$ cat src/rtl/hit_collector.sv
// hit_collector: turns each rising edge of the expand stage's stop level into
// one candidate hit. The candidate is checked for length, bad ordering and
// back-to-back duplicates. A surviving hit goes into a first-word-fall-through
// FIFO that a ready/valid consumer drains.
module hit_collector #(
    parameter int unsigned DEPTH   = 8,   // FIFO entries, power of two, 2..64
    parameter int unsigned MIN_LEN = 32   // shortest extension kept, in bases
) (
    input  logic        clk,
    input  logic        rst,
    input  logic        stop,
    input  logic [31:0] locationStart,
    input  logic [31:0] locationEnd,
    input  logic        hitReady,
    output logic        hitValid,
    output logic [31:0] hitStart,
    output logic [31:0] hitEnd,
    output logic [31:0] hitLength,
    output logic [6:0]  fifoCount,
    output logic [15:0] dropCount,
    output logic [15:0] rejectCount
);

    localparam int          PTR_W     = (DEPTH > 1) ? $clog2(DEPTH) : 1;
    localparam logic [6:0]  DEPTH_C   = 7'(DEPTH);
    localparam logic [31:0] MIN_LEN_C = 32'(MIN_LEN);
    localparam logic [15:0] SAT_C     = 16'hFFFF;

    typedef struct packed {
        logic [31:0] start_addr;
        logic [31:0] end_addr;
        logic [31:0] len;
    } hit_t;

    // Registered copy of stop; a candidate forms only when stop=1 and this is 0.
    logic             stop_q, stop_d;

    // Stage 1: the captured candidate, waiting for qualification.
    logic             s1_valid_q, s1_valid_d;
    logic             s1_malformed_q, s1_malformed_d;
    hit_t             s1_hit_q, s1_hit_d;

    // Most recent candidate that passed the length and ordering checks.
    logic             last_valid_q, last_valid_d;
    logic [31:0]      last_start_q, last_start_d;
    logic [31:0]      last_end_q, last_end_d;

    // FIFO control and statistics.
    logic [PTR_W-1:0] wr_ptr_q, wr_ptr_d;
    logic [PTR_W-1:0] rd_ptr_q, rd_ptr_d;
    logic [6:0]       count_q, count_d;
    logic [15:0]      drop_q, drop_d;
    logic [15:0]      reject_q, reject_d;

    hit_t             mem [DEPTH];

    // Qualification and handshake terms.
    logic             candidate;
    logic             too_short;
    logic             checks_ok;
    logic             duplicate;
    logic             qualified;
    logic             rejected;
    logic             pop;
    logic             room;
    logic             push;
    logic             drop;

    // The head of the FIFO is read straight from storage (fall-through).
    assign hitValid    = (count_q != 7'd0);
    assign hitStart    = mem[rd_ptr_q].start_addr;
    assign hitEnd      = mem[rd_ptr_q].end_addr;
    assign hitLength   = mem[rd_ptr_q].len;
    assign fifoCount   = count_q;
    assign dropCount   = drop_q;
    assign rejectCount = reject_q;

    // Next-state logic: edge detect, capture, qualify, push/pop, counters.
    always_comb begin
        // NOTE: every signal gets a default at the top, so no path leaves one
        // unassigned and no latch is inferred.
        stop_d         = stop;
        candidate      = stop & ~stop_q;

        // Capture the addresses every cycle. s1_valid marks the cycle that counts.
        s1_valid_d             = candidate;
        s1_hit_d.start_addr    = locationStart;
        s1_hit_d.end_addr      = locationEnd;
        s1_hit_d.len           = locationEnd - locationStart + 32'd1;
        s1_malformed_d         = (locationEnd < locationStart);

        // A malformed candidate is rejected on its own, whatever length wraps to.
        too_short = (s1_hit_q.len < MIN_LEN_C);
        checks_ok = s1_valid_q & ~s1_malformed_q & ~too_short;
        duplicate = last_valid_q
                    & (s1_hit_q.start_addr == last_start_q)
                    & (s1_hit_q.end_addr == last_end_q);
        qualified = checks_ok & ~duplicate;
        rejected  = s1_valid_q & ~qualified;

        // A pop frees a slot in the same cycle, so a full FIFO still takes a write.
        pop  = hitValid & hitReady;
        room = (count_q < DEPTH_C) | pop;
        push = qualified & room;
        drop = qualified & ~room;

        // Duplicate-filter reference tracks candidates that pass the basic
        // checks, whether or not they reach the FIFO.
        last_valid_d = last_valid_q;
        last_start_d = last_start_q;
        last_end_d   = last_end_q;
        if (checks_ok) begin
            last_valid_d = 1'b1;
            last_start_d = s1_hit_q.start_addr;
            last_end_d   = s1_hit_q.end_addr;
        end

        // Pointers are log2(DEPTH) bits wide, so they wrap naturally.
        wr_ptr_d = push ? wr_ptr_q + PTR_W'(1) : wr_ptr_q;
        rd_ptr_d = pop  ? rd_ptr_q + PTR_W'(1) : rd_ptr_q;
        count_d  = count_q + 7'(push) - 7'(pop);

        drop_d   = (drop && drop_q != SAT_C) ? drop_q + 16'd1 : drop_q;
        reject_d = (rejected && reject_q != SAT_C) ? reject_q + 16'd1 : reject_q;
    end

    // State registers with synchronous reset; reset also discards an in-flight candidate.
    always_ff @(posedge clk) begin
        // NOTE: sequential state uses non-blocking assignments only, so every
        // flop samples its _d value from before the edge.
        if (rst) begin
            stop_q         <= 1'b0;
            s1_valid_q     <= 1'b0;
            s1_malformed_q <= 1'b0;
            s1_hit_q       <= '0;
            last_valid_q   <= 1'b0;
            last_start_q   <= '0;
            last_end_q     <= '0;
            wr_ptr_q       <= '0;
            rd_ptr_q       <= '0;
            count_q        <= '0;
            drop_q         <= '0;
            reject_q       <= '0;
        end else begin
            stop_q         <= stop_d;
            s1_valid_q     <= s1_valid_d;
            s1_malformed_q <= s1_malformed_d;
            s1_hit_q       <= s1_hit_d;
            last_valid_q   <= last_valid_d;
            last_start_q   <= last_start_d;
            last_end_q     <= last_end_d;
            wr_ptr_q       <= wr_ptr_d;
            rd_ptr_q       <= rd_ptr_d;
            count_q        <= count_d;
            drop_q         <= drop_d;
            reject_q       <= reject_d;
        end
    end

    // FIFO storage write port.
    always_ff @(posedge clk) begin
        // NOTE: storage is deliberately not reset; hitValid (count_q != 0)
        // keeps stale entries invisible, and leaving it unreset lets it map
        // onto plain RAM.
        if (push) begin
            mem[wr_ptr_q] <= s1_hit_q;
        end
    end

endmodule

$ cat config.mk
export PLATFORM = sky130hd
export DESIGN_NAME = hit_collector
export DESIGN_NICKNAME = d
export VERILOG_FILES = /design/src/rtl/hit_collector.sv
export SDC_FILE = /design/constraint.sdc
export NUM_CORES = 1
export LEC_CHECK = 0
export BUFFER_PORTS_ARGS = -buffer_cell sky130_fd_sc_hd__buf_2
export CORE_ASPECT_RATIO = 1.2
export CORE_MARGIN = 2
export CORE_UTILIZATION = 29
export CTS_CLUSTER_SIZE = 24
export DETAILED_ROUTE_END_ITERATION = 8
export SYNTH_ARGS = -nofsm -noshare
export SYNTH_HDL_FRONTEND = slang
export SYNTH_SLANG_ARGS = --single-unit
$ cat constraint.sdc
create_clock -name clk -period 14.4 [get_ports clk]
set_input_delay 0.72 -clock clk [delete_from_list [all_inputs] [get_ports clk]]
set_output_delay 0.72 -clock clk [all_outputs]
set_load 0.01 [all_outputs]
==> metrics.md, run 1 <==
| Metric | Value |
|---|---|
| Post-synth EDFFs | `768` |
| Gate Count Post-Synth | `2309` |
| Site Rows | `148` |
| Clk slew on worst S/H paths | `0.06 ns` |
| HP Class | `in2reg` |
| Synth warnings | `0` |
| Maximum vdd drop | `105 uV` |
| Die Span Y | `408 um` |
| GRT Residual Overflow | `0` |
| Number of CTS-inserted buffers | `101` |
| Most frequent CP cell | `buf_4` |
| Drt total wl | `101000 um` |
| Clock skew | `0.0491 ns` |
| Critical path class | `reg2out` |
| Post-Route Utilization | `34.0%` |
| Slowest CP cell | `buf_4` |
| Worst reg2reg path startpoint | `s1_hit_q[62]` |
| Die area | `0.139 sq mm` |
| Final Slew Violations | `0` |
| First-pass GRT wire length | `145000 um` |
| Most common cell in the synthesized netlist | `edfxtp_1` |
| Hold endpoint | `s1_hit_q[56]` |
| Starting Density | `29.1%` |
| Worst-Margin Slew | `1.10 ns` |
| Sequential fraction of the synthesis area | `69.3%` |
| Final nets | `2712` |
| Max clock buf depth | `3` |
| CTS sink cnt | `980` |
| Final hold viol count | `0` |
| Largest net degree at the start of global routing | `97` |
| Top cells by count, synth | `edfxtp_1 (768), dfxtp_1 (212), nor2_1 (205)` |
| Relative slew slack | `26.7%` |
| Status | `completed` |
| Syn Nets | `2472` |
| Yosys cell types | `70` |
| Number of gates resized after CTS | `0` |
| Post-route ant nets | `0` |
| DP HPWL | `64700 um` |
| Post-route minimum period | `4.88 ns` |
| TritonRoute pass-1 iters | `6` |
| Share of the synthesized area in the top cell type | `58.6%` |
| Cell Area, Synth | `0.0394 sq mm` |
| Synth top area cells | `edfxtp_1 (59%), mux4_2 (11%), dfxtp_1 (11%), mux2_2 (2.8%), ha_1 (2.5%)` |
| Endpoints failing setup | `0` |
| Worst path cell trace | `buf_4 > buf_4 > mux4_2 > mux2_2 > buf_2` |
| R2R depth | `16` |
| Via density | `4.65` |
| Detailed Route Iter0 Violations | `1444` |
| DP Worst Slack | `9.89 ns` |
| CP required | `13.68 ns` |
| DR vias | `20700` |
| Total Routing Usage GR | `14.3%` |
| HP Start | `locationEnd[24]` |
| Number of global-route vias before repair | `21000` |
| Startpoint types | `flop` |
| Leak | `15.9 nW` |
| Clk_lat worst skew | `0.74 ns` |
| Max Clk Rate | `0.205 GHz` |
| FF+latch count, synth | `980` |
| Initial antenna violation count | `52` |
| I/O pins | `204` |
| # Max-Cap Violations | `0` |
| Die Wd | `340 um` |
| RR Endpoint | `fifoCount[6]` |
| H-Tree Depth | `3` |
| TNS Setup | `0 ns` |
| Layout area overhead | `16.6%` |
| Post-synth ARST share | `0%` |
| Final RePlAce weighted congestion | `0.868` |
| Mean Syn Cell Area | `17.1 sq um` |
| Arrival @ worst endpoint | `4.16 ns` |
| Fin worst setup slack | `9.52 ns` |
| Layout cells sized above 1 | `26.1%` |
| Top_reg_cell synth | `edfxtp_1` |
| Critical-path maximum fanout | `50` |
| Core Area | `0.135 sq mm` |
| Hold Path Cell Cnt | `2` |
| # port buffers | `203` |
| Synth area leader | `edfxtp_1` |
| DRC | `0` |
| Endpoint type of the worst setup path | `output port` |
| WL per Instance | `22.7 um` |
| PwrDens | `153 mW/mm^2` |
| CP max stage delay | `0.92 ns` |
| CTS tree | `done` |
| RSZ-0062 raised after global routing | `false` |
| Final Cycle Share | `33.9%` |
| Post-CTS setup buffers | `0` |
| Reg2Reg Setup Slack | `9.85 ns` |
| Post-CTS Hold Fix Bufs | `0` |
| Root Driver | `clkbuf_16` |
## routing by layer
layer / share of wire [%] / vias to the layer above / track usage [%] / routed length (um)
met4: 2.2 / 46 / 4.07 / 2260
met1: 41 / 10600 / 18.1 / 41900
met2: 48 / 500 / 23.4 / 48500
met5: 0.30 / - / 0 / 300
met3: 8.0 / 164 / 4.79 / 8070
li1: - / 9368 / - / -
## where the power goes
group / internal, mW / switching, mW / total [mW]
sequential: 3.15 / 0.0993 / 3.25
combinational: 0.566 / 0.620 / 1.19
clock: 1.48 / 1.11 / 2.58
## registers in the layout, summed over array words and instances, names as in the netlist, named ones only
| name | cells |
|---|---|
| stop_q | 1 |
| s1_valid_q | 1 |
| last_end_q | 32 |
| mem | 768 |
| rejectCount | 16 |
| s1_malformed_q | 1 |
| wr_ptr_q | 3 |
| last_valid_q | 1 |
| rd_ptr_q | 3 |
| dropCount | 16 |
| s1_hit_q | 96 |
| fifoCount | 7 |
| last_start_q | 32 |
## cells in the final DEF (no fill, tap or decap), drive strengths merged, types with 37 or more instances in the layout
cell / n
clkbuf: 148
nor2b: 39
mux2i: 60
ha: 78
dfxtp: 212
nor2: 205
mux2: 100
xor2: 49
inv: 122
buf: 227
nand2: 37
edfxtp: 768
xnor2: 47
mux4: 192
a21oi: 62
## worst max-delay path: cells and delay by family (launching register included)
| kind | cells | cell delay [ns] |
|---|---|---|
| DFF | 1 | 0.56 |
| buffers and inverters | 3 | 1.83 |
| muxes | 2 | 0.93 |
## through the flow
step,total power [mW],instances,cell area (sq um),hold WS [ns]
after floorplan,4.10,2309,39400,0.367
after global placement,4.53,4246,42600,0.391
after detailed placement,4.54,4246,42600,0.387
after CTS,7.13,4436,45900,0.169
after global routing,7.31,4439,45900,0.229
final,7.02,4453,45900,0.233
## worst max path at each step
stage / cells after the start / startpoint / endpoint
final: 5 / flop / hitLength[20]
after global routing: 5 / flop / hitLength[20]
after CTS: 5 / flop / hitLength[20]
after detailed placement: 10 / s1_hit_q[86] / mem[2][11]
after global placement: 16 / s1_hit_q[83] / fifoCount[6]
after floorplan: 8 / s1_hit_q[45] / mem[1][0]
## cell type report
type	count	area [sq um]
antenna	17	42.5
clock buffer	147	2800
clock inverter	43	494
fill	12900	89200
inverter	113	424
multi-input combinational	1125	11400
sequential	980	27300
tap	1800	2250
timing repair buffer	228	1240
## logic make-up (layout without fill, tap and decap cells)
kind of cell / after synthesis / count (layout) / share of synthesized area (%)
AOI/OAI and AO/OA: 162 / 162 / 2.63
and+or+nand+nor: 420 / 420 / 5.25
other: 0 / 17 / 0
buffers and inverters: 204 / 531 / 1.95
xor gates and xnor gates: 96 / 96 / 2.13
DFF: 980 / 980 / 69.3
adders and majority gates: 95 / 95 / 3.34
muxes: 352 / 352 / 15.4
No activity file was read; power rests on OpenSTA's default activity.
==> run 2: changes to the inputs <==
--- a/config.mk
+++ b/config.mk
@@ -5,6 +5,7 @@
 export SDC_FILE = /design/constraint.sdc
 export NUM_CORES = 1
 export LEC_CHECK = 0
+export ABC_AREA = 1
 export BUFFER_PORTS_ARGS = -buffer_cell sky130_fd_sc_hd__buf_2
 export CORE_ASPECT_RATIO = 1.2
 export CORE_MARGIN = 2
==> constraint.sdc (replaced) <==
create_clock -name clk -period 3.95 [get_ports clk]
set_input_delay 0.1975 -clock clk [delete_from_list [all_inputs] [get_ports clk]]
set_output_delay 0.1975 -clock clk [all_outputs]
set_load 0.01 [all_outputs]
==> run 2 against run 1 <==
Non-clock buffer count rose by 98. Clock-buffer cell count up 7. Final cell count up 35%. Die area is 4.0% higher. Clock power grew to 3.6 times the previous value. First-iteration DRC count rose by 69%. Critical endpoint is now fifoCount[6].
==> metrics.md, run 2 <==
| Metric | Value |
|---|---|
| Syn Nets | `4016 (was 2472)` |
| Leak | `17.7 nW (was 15.9 nW)` |
| Switching share of power | `29.1% (was 26.0%)` |
| Buf/Inv on CP | `2 (was 3)` |
| Switching power | `7.58 mW (was 1.83 mW)` |
| CTS sink cnt | `980 (unchanged)` |
| Detailed Route Iter0 Violations | `2446 (was 1444)` |
| Register area | `0.0273 sq mm (about the same)` |
| Most common cell in the synthesized netlist | `nor2_1 (was edfxtp_1)` |
| Worst path cell trace | `nand2_1 > inv_1 > nor2_1 > nor2_1 > nand2_1 > nor2_1 > nand3_1 > nor2_2 > nand2_4 > buf_4 > nand2_8 > nand2_1 > nand2_1 > ha_1 > fa_1 > nand2_1 > a21oi_1 > nor2_1 > nor2_1 > nor2_1 > o21bai_1 > o21ai_0 > a21oi_1 (was buf_4 > buf_4 > mux4_2 > mux2_2 > buf_2)` |
| GRT Residual Overflow | `0 (unchanged)` |
| Cell family with most CP delay | `simple AND/OR/NAND/NOR gates (was buffers and inverters)` |
| Final hold viol count | `0 (unchanged)` |
| DP HPWL | `73400 um (was 64700 um)` |
| Die Wd | `347 um (was 340 um)` |
| Multi-input gate area | `0.0117 sq mm (was 0.0114 sq mm)` |
| Synth top area cells | `edfxtp_1 (56%), dfxtp_1 (10%), nor2_1 (9.2%), o21ai_0 (6.0%), inv_1 (2.9%) (was edfxtp_1 (59%), mux4_2 (11%), dfxtp_1 (11%), mux2_2 (2.8%), ha_1 (2.5%))` |
| Layout cells sized above 1 | `10.6% (was 26.1%)` |
| Largest net degree at the start of global routing | `180 (was 97)` |
| H-Tree Depth | `3 (unchanged)` |
| Final Slew Violations | `0 (unchanged)` |
| Mean Syn Cell Area | `10.6 sq um (was 17.1 sq um)` |
| Total Routing Usage GR | `16.1% (was 14.3%)` |
| Post-route ant nets | `0 (unchanged)` |
| CTS tree | `done (unchanged)` |
| CP max stage delay | `0.52 ns (was 0.92 ns)` |
| Sequential cell fraction of total power | `45.2% (was 46.3%)` |
| Startpoint types | `flop (unchanged)` |
| Root Driver | `clkbuf_16 (unchanged)` |
| Share of the synthesized area in the top cell type | `56.3% (was 58.6%)` |
| Critical-path maximum fanout | `27 (was 50)` |
| Fillers | `13800 (was 12900)` |
| Critical path class | `reg2reg (was reg2out)` |
| Die area | `0.144 sq mm (was 0.139 sq mm)` |
| DRC | `0 (unchanged)` |
| CP required | `4.56 ns (was 13.68 ns)` |
| Metal2 WL | `54700 um (was 48500 um)` |
| Cell Area, Synth | `0.0410 sq mm (was 0.0394 sq mm)` |
| Non-filler cells, final | `6021 (was 4453)` |
| Max Used Layer | `met5 (unchanged)` |
| Endpoints failing setup | `0 (unchanged)` |
| PwrDens | `539 mW/mm^2 (was 153 mW/mm^2)` |
| Worst hold margin | `0.322 ns (was 0.233 ns)` |
| Max FFs per register | `768 (unchanged)` |
| Most common cell after layout, fill and taps aside | `nor2_1 (was edfxtp_1)` |
| Drt total wl | `119000 um (was 101000 um)` |
| Met3 wire length | `8730 um (was 8070 um)` |
| Starting Density | `29.1% (about the same)` |
| DR vias | `28900 (was 20700)` |
| RSZ-0062 raised after global routing | `false (unchanged)` |
| Post-CTS setup buffers | `0 (unchanged)` |
| Post-route minimum period | `3.50 ns` |
| Core Area | `0.141 sq mm (was 0.135 sq mm)` |
| Clk slew on worst S/H paths | `0.06 ns (about the same)` |
| Clk_lat worst skew | `0.69 ns (was 0.74 ns)` |
| I/O pins | `204 (unchanged)` |
| HP Class | `in2reg (unchanged)` |
| First-pass GRT wire length | `176000 um (was 145000 um)` |
| Commonest cells after routing, fill and taps aside | `nor2_1 (996), edfxtp_1 (768), o21ai_0 (492) (was edfxtp_1 (768), dfxtp_1 (209), nor2_1 (204))` |
| # port buffers | `203 (unchanged)` |
| # Max-Cap Violations | `0 (unchanged)` |
| Die Span Y | `416 um (was 408 um)` |
| Final Cycle Share | `88.5%` |
| Final RePlAce weighted congestion | `0.934 (was 0.868)` |
| TritonRoute pass-1 iters | `5 (was 6)` |
| Arrival @ worst endpoint | `4.11 ns (was 4.16 ns)` |
| P_int | `18.4 mW (was 5.19 mW)` |
| Via density | `4.80 (was 4.65)` |
| Initial antenna violation count | `22 (was 52)` |
| Status | `completed (unchanged)` |
| Relative slew slack | `17.8% (was 26.7%)` |
| Max clock buf depth | `3 (unchanged)` |
| Number of global-route vias before repair | `27600 (was 21000)` |
| Worst-Margin Slew | `1.23 ns (was 1.10 ns)` |
| Top_reg_cell synth | `edfxtp_1 (unchanged)` |
| M1 wire length | `51700 um (was 41900 um)` |
| Maximum vdd drop | `310 uV (was 105 uV)` |
| Top cells by count, synth | `nor2_1 (1005), edfxtp_1 (768), o21ai_0 (492) (was edfxtp_1 (768), dfxtp_1 (212), nor2_1 (205))` |
| Most frequent CP cell | `nor2_1 (was buf_4)` |
| Slowest CP cell | `dfxtp_1 (was buf_4)` |
| Final Cell Area | `0.0482 sq mm (was 0.0459 sq mm)` |
| Post-synth EDFFs | `768 (unchanged)` |
| Post-synth ARST share | `0% (unchanged)` |
| Power, Total | `26.0 mW (was 7.02 mW)` |
| Cells after DPL | `5755 (was 4246)` |
| WL per Instance | `19.7 um (was 22.7 um)` |
| Yosys cell types | `45 (was 70)` |
| Max Clk Rate | `0.286 GHz` |
| Largest regs | `mem: 768 flops, s1_hit_q: 96 flops (unchanged)` |
| Synth warnings | `0 (unchanged)` |
| Clock skew | `0.0443 ns (was 0.0491 ns)` |
| Comb power frac | `18.7% (was 16.9%)` |
| Sequential fraction of the synthesis area | `66.6% (was 69.3%)` |
| Number of CTS-inserted buffers | `98 (was 101)` |
| Clk network pwr share | `36.0% (was 36.8%)` |
| Synth area leader | `edfxtp_1 (unchanged)` |
| Top reg by flops | `mem (unchanged)` |
| Endpoint type of the worst setup path | `flop (was output port)` |
| Layout area overhead | `17.7% (was 16.6%)` |
| FF+latch count, synth | `980 (unchanged)` |
| Dpl cell area | `0.0442 sq mm (was 0.0426 sq mm)` |
| Final nets | `4250 (was 2712)` |
| Gate Count Post-Synth | `3853 (was 2309)` |
| Site Rows | `151 (was 148)` |
## run 2: cell types whose count changed after synthesis, moves of 41 or more
| cell | previous run | this run |
|---|---|---|
| a31oi_1 | 6 | 100 |
| nand2_1 | 37 | 256 |
| buf_2 | 1 | 42 |
| o22ai_1 | 4 | 97 |
| nor2_1 | 205 | 1005 |
| clkbuf_1 | 66 | 134 |
| mux4_2 | 192 | 0 |
| mux2i_1 | 60 | 0 |
| mux2_2 | 99 | 0 |
| a21oi_1 | 61 | 111 |
| xor2_1 | 49 | 6 |
| o21ai_0 | 30 | 492 |
| inv_1 | 113 | 318 |
## run 2: area by class of cell
class | count | area share [%]
flip-flops and latches | 980 | 56.6
multi-input cells | 2358 | 24.3
clock buffers | 154 | 5.96
repair buffers | 326 | 4.90
well taps | 1836 | 4.76
inverters | 323 | 2.55
clock inverters | 32 | 0.822
diodes | 12 | 0.0623
## run 2: power by group through the flow
stage	combinational [mW]	clock, mW	sequential (mW)
finish	4.88	9.37	11.8
detailed placement	4.92	0	12.0
CTS	5.00	9.54	11.8
global route	5.44	9.97	11.8
floorplan	2.94	0	11.9
global placement	4.86	0	12.0
## run 2: repair_timing
item,CTS,global route
hold buffers,67,1
hold endpoints to repair,71,1
resized for setup,0,5
setup endpoints to repair,0,1
## run 2: tightest hold or removal path: cells and delay by family
| family | cells | cell delay [ns] |
|---|---|---|
| and+or+nand+nor | 1 | 0.05 |
| buffers and inverters | 3 | 0.72 |
## run 2: path summary, 6_finish.rpt
kind                                    from  depth (start not counted)  slack, ns      endpoint
worst max register to register  s1_hit_q[42]                         23       0.45  fifoCount[6]
worst max-delay path            s1_hit_q[42]                         23       0.45  fifoCount[6]
worst min-delay path                    stop                          4       0.32    s1_valid_q
worst min register to register        stop_q                          1       0.40    s1_valid_q
## run 2: cell families after synthesis
group	Yosys count	synth area share (%)
XOR/XNOR	23	0.491
flip-flops	980	66.6
buffers and inverters	515	4.96
AND/OR/NAND/NOR	1389	13.5
AO/OA/AOI/OAI	851	11.3
adder cells (fa/ha/maj)	95	3.21
## run 2: stage by stage
| step | util (%) | setup TNS (ns) | worst slack [ns] |
|---|---|---|---|
| 6_report | 34.3 | 0 | 0.453 |
| 4_1_cts | 34.2 | 0 | 0.347 |
| 3_5_place_dp | 31.4 | 0 | 0.390 |
| 2_1_floorplan | - | -431.37 | -0.570 |
| 5_1_grt | 34.3 | 0 | 0.00420 |
| 3_3_place_gp | 31.4 | 0 | 0.434 |
## run 2: routing by layer
layer / global-route usage, % / up-vias
met5: 0 / -
met4: 5.25 / 26
met3: 2.91 / 169
met2: 25.8 / 932
met1: 21.9 / 14000
li1: - / 13800
